$ cat src/rtl/dec_pkg.sv
// -----------------------------------------------------------------------------
// dec_pkg
// Shared constants, types and helpers for the decryption input path. The
// block/word geometry lives here so the packer and the decryption datapath
// always agree on it.
//
// Contents:
//   BLK_W, WORD_W, WORDS  - cipher block width, input word width, words/block
//   WCNT_W, BCOUNT_W      - word counter width, handed-off block counter width
//   word_order_e          - which end of the block the first word fills
//   slotOf()              - maps a word counter value to a 32-bit slot index
//   insertWord()          - returns a block with one 32-bit slot replaced
// -----------------------------------------------------------------------------
package dec_pkg;

    localparam int BLK_W    = 128;
    localparam int WORD_W   = 32;
    localparam int WORDS    = 4;
    localparam int WCNT_W   = $clog2(WORDS);
    localparam int BCOUNT_W = 16;

    typedef logic [BLK_W-1:0]  blk_t;
    typedef logic [WORD_W-1:0] word_t;
    typedef logic [WCNT_W-1:0] wcnt_t;

    // MSW_FIRST: first word lands in the top slot (bits [127:96]).
    // LSW_FIRST: first word lands in the bottom slot (bits [31:0]).
    typedef enum logic {
        ORDER_MSW_FIRST = 1'b0,
        ORDER_LSW_FIRST = 1'b1
    } word_order_e;

    localparam wcnt_t LAST_WORD = wcnt_t'(WORDS - 1);

    // Slot i covers bits [i*WORD_W +: WORD_W]; slot 0 is the least significant.
    function automatic wcnt_t slotOf(input wcnt_t cnt, input word_order_e order);
        return (order == ORDER_LSW_FIRST) ? cnt : (LAST_WORD - cnt);
    endfunction

    function automatic blk_t insertWord(input blk_t blk, input word_t word, input wcnt_t slot);
        blk_t res;
        res = blk;
        for (int i = 0; i < WORDS; i++) begin
            if (slot == wcnt_t'(i)) begin
                res[i*WORD_W +: WORD_W] = word;
            end
        end
        return res;
    endfunction

endpackage

$ cat src/rtl/dec_blk_slot.sv
// -----------------------------------------------------------------------------
// dec_blk_slot
// One stage of the packer's two-stage block buffer: a 128-bit data register,
// the 128-bit key bound to that data, and a full flag.
//
// Ports:
//   clk, rst  - clock and synchronous active-high reset (clears everything)
//   wr_i      - write data_i into the data register
//   load_i    - capture key_i and mark the slot full
//   drain_i   - mark the slot empty (load_i wins if both are high)
//   data_i    - data to write
//   key_i     - key to capture
//   data_o    - stored data
//   key_o     - stored key
//   full_o    - slot holds a complete block
// -----------------------------------------------------------------------------
module dec_blk_slot
    import dec_pkg::*;
(
    input  logic             clk,
    input  logic             rst,
    input  logic             wr_i,
    input  logic             load_i,
    input  logic             drain_i,
    input  logic [BLK_W-1:0] data_i,
    input  logic [BLK_W-1:0] key_i,
    output logic [BLK_W-1:0] data_o,
    output logic [BLK_W-1:0] key_o,
    output logic             full_o
);

    logic [BLK_W-1:0] data_q, data_d;
    logic [BLK_W-1:0] key_q, key_d;
    logic             full_q, full_d;

    // A load in the same cycle as a drain keeps the slot full, so a consumer
    // taking the block and a new block arriving back-to-back leaves no bubble.
    always_comb begin
        data_d = data_q;
        key_d  = key_q;
        full_d = full_q;
        if (wr_i) begin
            data_d = data_i;
        end
        if (drain_i) begin
            full_d = 1'b0;
        end
        if (load_i) begin
            key_d  = key_i;
            full_d = 1'b1;
        end
    end

    always_ff @(posedge clk) begin
        if (rst) begin
            data_q <= '0;
            key_q  <= '0;
            full_q <= 1'b0;
        end else begin
            data_q <= data_d;
            key_q  <= key_d;
            full_q <= full_d;
        end
    end

    assign data_o = data_q;
    assign key_o  = key_q;
    assign full_o = full_q;

endmodule

$ cat src/rtl/dec_in_packer.sv
// -----------------------------------------------------------------------------
// dec_in_packer
// Packs a stream of 32-bit ciphertext words into 128-bit blocks for the
// decryption core, binding each block to the key that was current when its
// last word arrived. Two block stages (assembly and output) let the input
// keep streaming while the consumer holds off for one block.
//
// Parameters:
//   WORD_ORDER - 0: first word -> bits [127:96]; 1: first word -> bits [31:0]
//
// Ports:
//   clk, rst   - clock and synchronous active-high reset
//   s_valid    - ciphertext word valid
//   s_ready    - packer can accept a word (low while a finished block waits)
//   s_data     - ciphertext word
//   s_flush    - discard the partially assembled block
//   key_we     - load key_in into the key register
//   key_in     - key for subsequently completed blocks
//   blk_valid  - blk_data/blk_key hold a complete block
//   blk_ready  - consumer takes the block
//   blk_data   - assembled ciphertext block
//   blk_key    - key bound to that block
//   blk_count  - number of blocks handed off, wraps modulo 2^16
// -----------------------------------------------------------------------------
module dec_in_packer
    import dec_pkg::*;
#(
    parameter int WORD_ORDER = 0
) (
    input  logic                clk,
    input  logic                rst,
    input  logic                s_valid,
    output logic                s_ready,
    input  logic [WORD_W-1:0]   s_data,
    input  logic                s_flush,
    input  logic                key_we,
    input  logic [BLK_W-1:0]    key_in,
    output logic                blk_valid,
    input  logic                blk_ready,
    output logic [BLK_W-1:0]    blk_data,
    output logic [BLK_W-1:0]    blk_key,
    output logic [BCOUNT_W-1:0] blk_count
);

    localparam word_order_e ORDER = (WORD_ORDER != 0) ? ORDER_LSW_FIRST : ORDER_MSW_FIRST;

    logic [WCNT_W-1:0]   wordCnt_q, wordCnt_d;
    logic [BLK_W-1:0]    key_q, key_d;
    logic [BCOUNT_W-1:0] blkCount_q, blkCount_d;

    logic             accept;
    logic             take;
    logic             complete;
    logic             outDrain;
    logic             outRoom;
    logic             transfer;
    logic             asmLoad;
    logic             outLoad;
    logic             asmFull;
    logic [BLK_W-1:0] asmData;
    logic [BLK_W-1:0] asmKey;
    logic [BLK_W-1:0] asmNext;
    logic [BLK_W-1:0] outLoadData;
    logic [BLK_W-1:0] outLoadKey;

    // A finished block parked in the assembly stage blocks further input,
    // because that stage's data register is also where new words land.
    assign s_ready  = !asmFull;
    assign accept   = s_valid && s_ready;
    // A flush in the same cycle as an accepted word swallows that word.
    assign take     = accept && !s_flush;
    assign complete = take && (wordCnt_q == LAST_WORD);

    assign outDrain = blk_valid && blk_ready;
    assign outRoom  = !blk_valid || outDrain;
    // s_ready is low whenever asmFull is set, so transfer and complete never
    // coincide and the output stage has a single source each cycle.
    assign transfer = asmFull && outRoom;

    assign asmNext  = insertWord(asmData, s_data, slotOf(wordCnt_q, ORDER));

    // The key is bound at completion: a completing block parked in the
    // assembly stage captures key_q now, not when it later moves to output.
    // key_q still holds the old key when key_we coincides with completion.
    assign asmLoad     = complete && !outRoom;
    assign outLoad     = transfer || (complete && outRoom);
    assign outLoadData = transfer ? asmData : asmNext;
    assign outLoadKey  = transfer ? asmKey  : key_q;

    dec_blk_slot u_asm (
        .clk     (clk),
        .rst     (rst),
        .wr_i    (take),
        .load_i  (asmLoad),
        .drain_i (transfer),
        .data_i  (asmNext),
        .key_i   (key_q),
        .data_o  (asmData),
        .key_o   (asmKey),
        .full_o  (asmFull)
    );

    dec_blk_slot u_out (
        .clk     (clk),
        .rst     (rst),
        .wr_i    (outLoad),
        .load_i  (outLoad),
        .drain_i (outDrain),
        .data_i  (outLoadData),
        .key_i   (outLoadKey),
        .data_o  (blk_data),
        .key_o   (blk_key),
        .full_o  (blk_valid)
    );

    // Flush only rewinds the word counter; stale partial words are simply
    // overwritten by the next block, and a parked complete block is untouched.
    always_comb begin
        wordCnt_d  = wordCnt_q;
        key_d      = key_q;
        blkCount_d = blkCount_q;
        if (s_flush) begin
            wordCnt_d = '0;
        end else if (take) begin
            wordCnt_d = wordCnt_q + 1'b1;
        end
        if (key_we) begin
            key_d = key_in;
        end
        if (outDrain) begin
            blkCount_d = blkCount_q + 1'b1;
        end
    end

    always_ff @(posedge clk) begin
        if (rst) begin
            wordCnt_q  <= '0;
            key_q      <= '0;
            blkCount_q <= '0;
        end else begin
            wordCnt_q  <= wordCnt_d;
            key_q      <= key_d;
            blkCount_q <= blkCount_d;
        end
    end

    assign blk_count = blkCount_q;

endmodule

$ cat config.mk
export PLATFORM = sky130hd
export DESIGN_NAME = dec_in_packer
export DESIGN_NICKNAME = d
export VERILOG_FILES = /design/src/rtl/dec_pkg.sv /design/src/rtl/dec_blk_slot.sv /design/src/rtl/dec_in_packer.sv
export SDC_FILE = /design/constraint.sdc
export NUM_CORES = 1
export LEC_CHECK = 0
export ABC_AREA = 0
export CAP_MARGIN = 20
export CORE_MARGIN = 1.5
export CORE_UTILIZATION = 55
export CTS_CLUSTER_DIAMETER = 120
export DETAILED_ROUTE_END_ITERATION = 7
export MAX_ROUTING_LAYER = met4
export PLACE_DENSITY = 0.88
export REMOVE_ABC_BUFFERS = 1
export SETUP_SLACK_MARGIN = 0.15
export SYNTH_ARGS = -nofsm -noshare
export SYNTH_HDL_FRONTEND = slang
export SYNTH_SLANG_ARGS = --single-unit
$ cat constraint.sdc
create_clock -name clk -period 2.46 [get_ports clk]
set_input_delay 0.369 -clock clk [delete_from_list [all_inputs] [get_ports clk]]
set_output_delay 0.369 -clock clk [all_outputs]
set_load 0.005 [all_outputs]
### Word-level counts from Yosys, hierarchy flattened

Index checks and enable logic that the tools add are counted.

| storage, ports and cells | value |
|---|---|
| word-level logic and storage cells | 43 |
| bits of input ports | 166 |
| flip-flop bits (word level) | 660 |

| cells by class | value |
|---|---|
| reduce and logical (&&, ||, !) cells | 17 |
| add/sub/neg operators | 3 |
| equal/unequal tests | 4 |
| muxes and demuxes | 10 |

Operators by type and width:

| kind | number |
|---|---|
| 128-bit 2-to-1 mux | 2 |
| 32-bit 2-to-1 mux | 4 |
| 16-bit by 1-bit adder with 16-bit output (second input constant) | 1 |
| 1-bit logical AND | 7 |
| 2-bit == test (second input constant) | 3 |
| 1-bit logical NOT | 4 |
| 1-bit 2-to-1 mux | 4 |
| 2-bit nonzero test | 2 |
| 2-bit by 1-bit adder with 2-bit output (second input constant) | 1 |
| 2-bit by 1-bit == test with 1-bit output (second input constant) | 1 |
| 2-bit logical NOT | 1 |
| 1-bit logical OR | 2 |
| 2-bit OR reduction | 1 |
| 2-bit subtractor (first input constant) | 1 |

### Longest topological paths before layout

Gate-level depths: netlist of run 1.

| logic depth | value |
|---|---|
| depth after elaboration | 7 |
| gate-level depth with buffers | 9 |
| depth with buffers taken out | 6 |

### Modules after synthesis

A second synthesis of run 1 with hierarchy kept.

| unflattened totals | value |
|---|---|
| cell total of the unflattened synthesis | 2876 |
| area, all modules | 28642.5 um2 |

Modules (own cells, without submodules):

| module | area each (um2) | cells each | seq. area each (um2) | times used |
|---|---|---|---|---|
| dec_blk_slot | 9349.0 | 830 | 5144.9 | 2 |
| dec_in_packer | 9944.5 | 1216 | 2922.8 | 1 |

### Worst setup path before layout of run 1

OpenSTA, ideal clock, no wires.

| timing | value |
|---|---|
| path type | register to register |
| from | register blkCount_q[0] (netlist: blk_count[0]) |
| to | register blkCount_q[14] (netlist: blk_count[14]) |
| library setup time | 0.121 ns |
| arrival time | 1.579 ns |
| cell stages (with the launch flop) | 6 |
| slack | 0.761 ns |
| data required time | 2.339 ns |
| path buffers | 0 |
| cells stage by stage | dfxtp_1 ha_1 nand3_1 nor3_1 nor2b_1 mux2_2 |

| on the way | value |
|---|---|
| cells in the longest elaborated chain, start to end | 1 |

RTL lines:

| element | RTL line | source |
|---|---|---|
| start, declared | dec_in_packer.sv:49 | `logic [BCOUNT_W-1:0] blkCount_q, blkCount_d;` |
| start signal, assigned | dec_in_packer.sv:143 | `blkCount_q <= blkCount_d;` |
| 16-bit by 1-bit adder with 16-bit output | dec_in_packer.sv:131 | `blkCount_d = blkCount_q + 1'b1;` |

No other way between the ends.
A chain may end at the register's enable or synchronous reset.

### Worst setup path after layout of run 1

| timing | value |
|---|---|
| from | register u_asm.full_q (netlist: u_asm.full_o) |
| to | output s_ready |

| on the way | value |
|---|---|
| cells in the longest elaborated chain, start to end | 1 |

RTL lines:

| element | RTL line | source |
|---|---|---|
| start, declared | dec_blk_slot.sv:34 | `logic full_q, full_d;` |
| start signal, assigned | dec_blk_slot.sv:62 | `full_q <= full_d;` |
| 1-bit logical NOT | dec_in_packer.sv:68 | `assign s_ready = !asmFull;` |
| end, declared | dec_in_packer.sv:33 | `output logic s_ready,` |

No other way between the ends.

==> out/summary.txt, run 1 <==
setup repair after global routing missed its margin - no
Worst Setup Start Kind - flip-flop
layout cells sized above 1 - 0.0614
latest clock arrival within the worst-skew pair - 590 ps
Worst-path clk slew - 60 ps
Crit-path slowest cell - dfxtp_4
crit-path cells - inv_2 > clkdlybuf4s50_1
Syn Std Cell Area - 0.0255 mm²
CP peak stage delay - 620 ps
Seq/Total Area, Yosys - 0.518
share of the synthesized area in the top cell type - 0.518
Synth area leader - dfxtp_1
internal power - 0.0175 W
dpl cell area - 0.0306 mm²
Nets - 3,451
placed cells - 3,811
Register Area - 0.0132 mm²
GRT Util Overall - 0.325
final WL - 77,300 µm
CP arrival - 1810 ps
post-detail-place hpwl - 48,500 µm
I/O pin count - 440
worst hold path type - in -> reg
total CTS buffers - 66
Filler Cell Count - 3,004
Worst Tran Pin Value - 807 ps
Ys Warns - 0
Leak - 11.2 nW
Worst Path Buf+Inv - 2
top_reg_cell synth - dfxtp_1
Logic pwr share - 0.052
Max-slew headroom - 0.462
Clock Tree Buf Depth - 3
leading post-synthesis cells by cell area - dfxtp_1, mux2i_1, nand2_1, nor2_1, a21oi_1
Final setup viols - 0
Sw Share - 0.219
Post-synth EDFFs - 0
GRT met3 Usage - 0.0720
area occupied by multi-input gates - 0.0111 mm²
clk sink count - 660
Via density - 5.95
synth-to-layout area growth - 28.6%
min cycle time layout - 2180 ps
final period utilization - 0.885
clock power share - 0.457
GRT met2 Usage - 0.524
crit end category - output port
pins over their slew limit - 0
post-route setup slack - 283 ps
pwr dens - 681 mW/mm²
clk_skew - 24.5 ps
die area - 0.0477 mm²
final hold violation count - 0
Setup CP Type - reg -> out
Vert. Die Dim - 218 µm
fin area - 0.0328 mm²
initial antenna violation count - 5
Hold WS - 218 ps
#FFs+latches synth - 660
Site Rows - 78
DRT antenna net count - 0
Core ar. - 0.0456 mm²
1st-pass router iterations - 8
clock root buffer - clkbuf_16
drt drc - 0
GPL Wtd Cong - 0.896
Post-Layout Cell Count - 3,929
layer with the highest usage - met2
synth unique cells - 33
first-pass GRT wire length - 121,000 µm
total power - 0.0224 W
Vias - 23.4k
largest net degree at the start of global routing - 129
part of the power in registers - 0.491
Crit Path Max Fanout - 19
fraction of registers with async set/reset - 0
switching pwr - 0.00489 W
clock tree from TritonCTS - done
depth of the CTS H-tree - 3
Max-Cap Viols - 0
Initial Utilization - 0.560
DR iter-0 viols - 2,394
die width - 218 µm
Req. time, crit path - 2090 ps
syn avg cell area - 8.58 µm²
fmax - 459 MHz
vias in the first global route - 23.2k
met1 global-route usage - 0.385
PortBufs - 439
CP top delay family - flip-flops
outcome - completed
cts hold-fix bufs - 0
Max VDD drop - 498 µV
synthesized instance count - 2,976
GRT Residual Overflow - 0
WL per Instance - 19.7 µm
DP Worst Slack - 108 ps
[registers in the layout, indices dropped and copies added, names as in the netlist]
signal	flops
blk_count	16
u_asm.key_o	128
u_out.data_o	128
u_asm.data_o	128
u_asm.full_o	1
wordCnt_q	2
key_q	128
u_out.key_o	128
u_out.full_o	1
[through the flow]
stage | utilization | TNS [ps]
after floorplan | - | -2800240
after global routing | 0.720 | 0
after CTS | 0.719 | 0
after detailed placement | 0.671 | 0
after global placement | 0.671 | 0
final | 0.720 | 0
[repair_timing]
| action | CTS | global route |
|---|---|---|
| resized for setup | 0 | 1 |
| endpoints found under the setup margin | 0 | 2 |
| endpoints found under the hold margin | 0 | 0 |
| buffers inserted | 0 | 1 |
[synth_stat cells (8+ instances only)]
cell,count
a21oi_1,264
nor2b_1,10
dfxtp_1,660
a311oi_1,128
nor2_1,400
buf_2,132
a211oi_1,128
mux2i_1,256
nand3_1,134
buf_1,13
clkbuf_1,146
nand2_1,650
xnor2_1,8
[worst paths after layout]
check / from / end / slack, ps / cells after the start
setup / recovery: u_asm.full_o$_SDFFE_PP0P_ / s_ready / 280 / 2
hold / removal: rst / blk_count[8]$_SDFFE_PP0P_ / 220 / 2
setup reg to reg: wordCnt_q[0]$_SDFFE_PP0N_ / u_out.key_o[4]$_SDFFE_PP0P_ / 340 / 7
hold reg to reg: u_asm.key_o[80]$_SDFFE_PP0P_ / u_asm.key_o[80]$_SDFFE_PP0P_ / 450 / 2
[routing by layer]
| layer | wire length (µm) | vias up |
|---|---|---|
| met5 | 0 | - |
| met4 | 3340 | 0 |
| met3 | 7790 | 252 |
| met2 | 36600 | 1351 |
| met1 | 29500 | 11053 |
| li1 | - | 10725 |
[logic make-up (layout without fill, tap and decap cells)]
| logic type | after synthesis | in the layout | synth area share |
|---|---|---|---|
| flops | 660 | 660 | 0.518 |
| xor+xnor | 9 | 9 | 0.00309 |
| mux | 259 | 259 | 0.102 |
| simple gates | 1218 | 1218 | 0.189 |
| other cells | 0 | 6 | 0 |
| compound gates | 525 | 525 | 0.135 |
| fa+ha+maj | 5 | 5 | 0.00245 |
| buf+inv | 300 | 647 | 0.0509 |
[cells in the final DEF (no fill, tap or decap), types with 5 or more instances in the layout]
| cell | count |
|---|---|
| dfxtp_1 | 659 |
| nand3_1 | 134 |
| a21oi_1 | 264 |
| inv_1 | 6 |
| nor2_1 | 399 |
| nor2b_1 | 6 |
| clkbuf_1 | 17 |
| nand2_1 | 648 |
| clkdlybuf4s50_1 | 437 |
| bufinv_16 | 5 |
| buf_4 | 53 |
| xnor2_1 | 8 |
| clkbuf_16 | 70 |
| buf_12 | 36 |
| a211oi_1 | 128 |
| diode_2 | 6 |
| a311oi_1 | 128 |
| clkbuf_8 | 12 |
| mux2i_1 | 256 |
| nor3_1 | 6 |
[area by class of cell]
| class | instances | area share |
|---|---|---|
| clock inverter | 12 | 0.00621 |
| multi-input combinational | 2016 | 0.338 |
| inverter | 7 | 0.000801 |
| sequential | 660 | 0.403 |
| clock buffer | 99 | 0.0603 |
| tap | 600 | 0.0229 |
| antenna | 6 | 0.000457 |
| timing repair buffer | 529 | 0.169 |
[power by group through the flow]
stage / combinational [W] / sequential (W) / clock (W)
floorplan: 0.000414 / 0.0112 / 0
global placement: 0.00109 / 0.0112 / 0
finish: 0.00116 / 0.0110 / 0.0102
detailed placement: 0.00113 / 0.0112 / 0
global route: 0.00124 / 0.0110 / 0.0107
CTS: 0.00115 / 0.0110 / 0.0103
(Power assumes the default switching activity.)
==> run 2, diff against run 1 <==
Settings changed: CTS_CLUSTER_DIAMETER 120 to default.
==> results of run 2 <==
Final layout, timing and power as in run 1 (identical DEF).
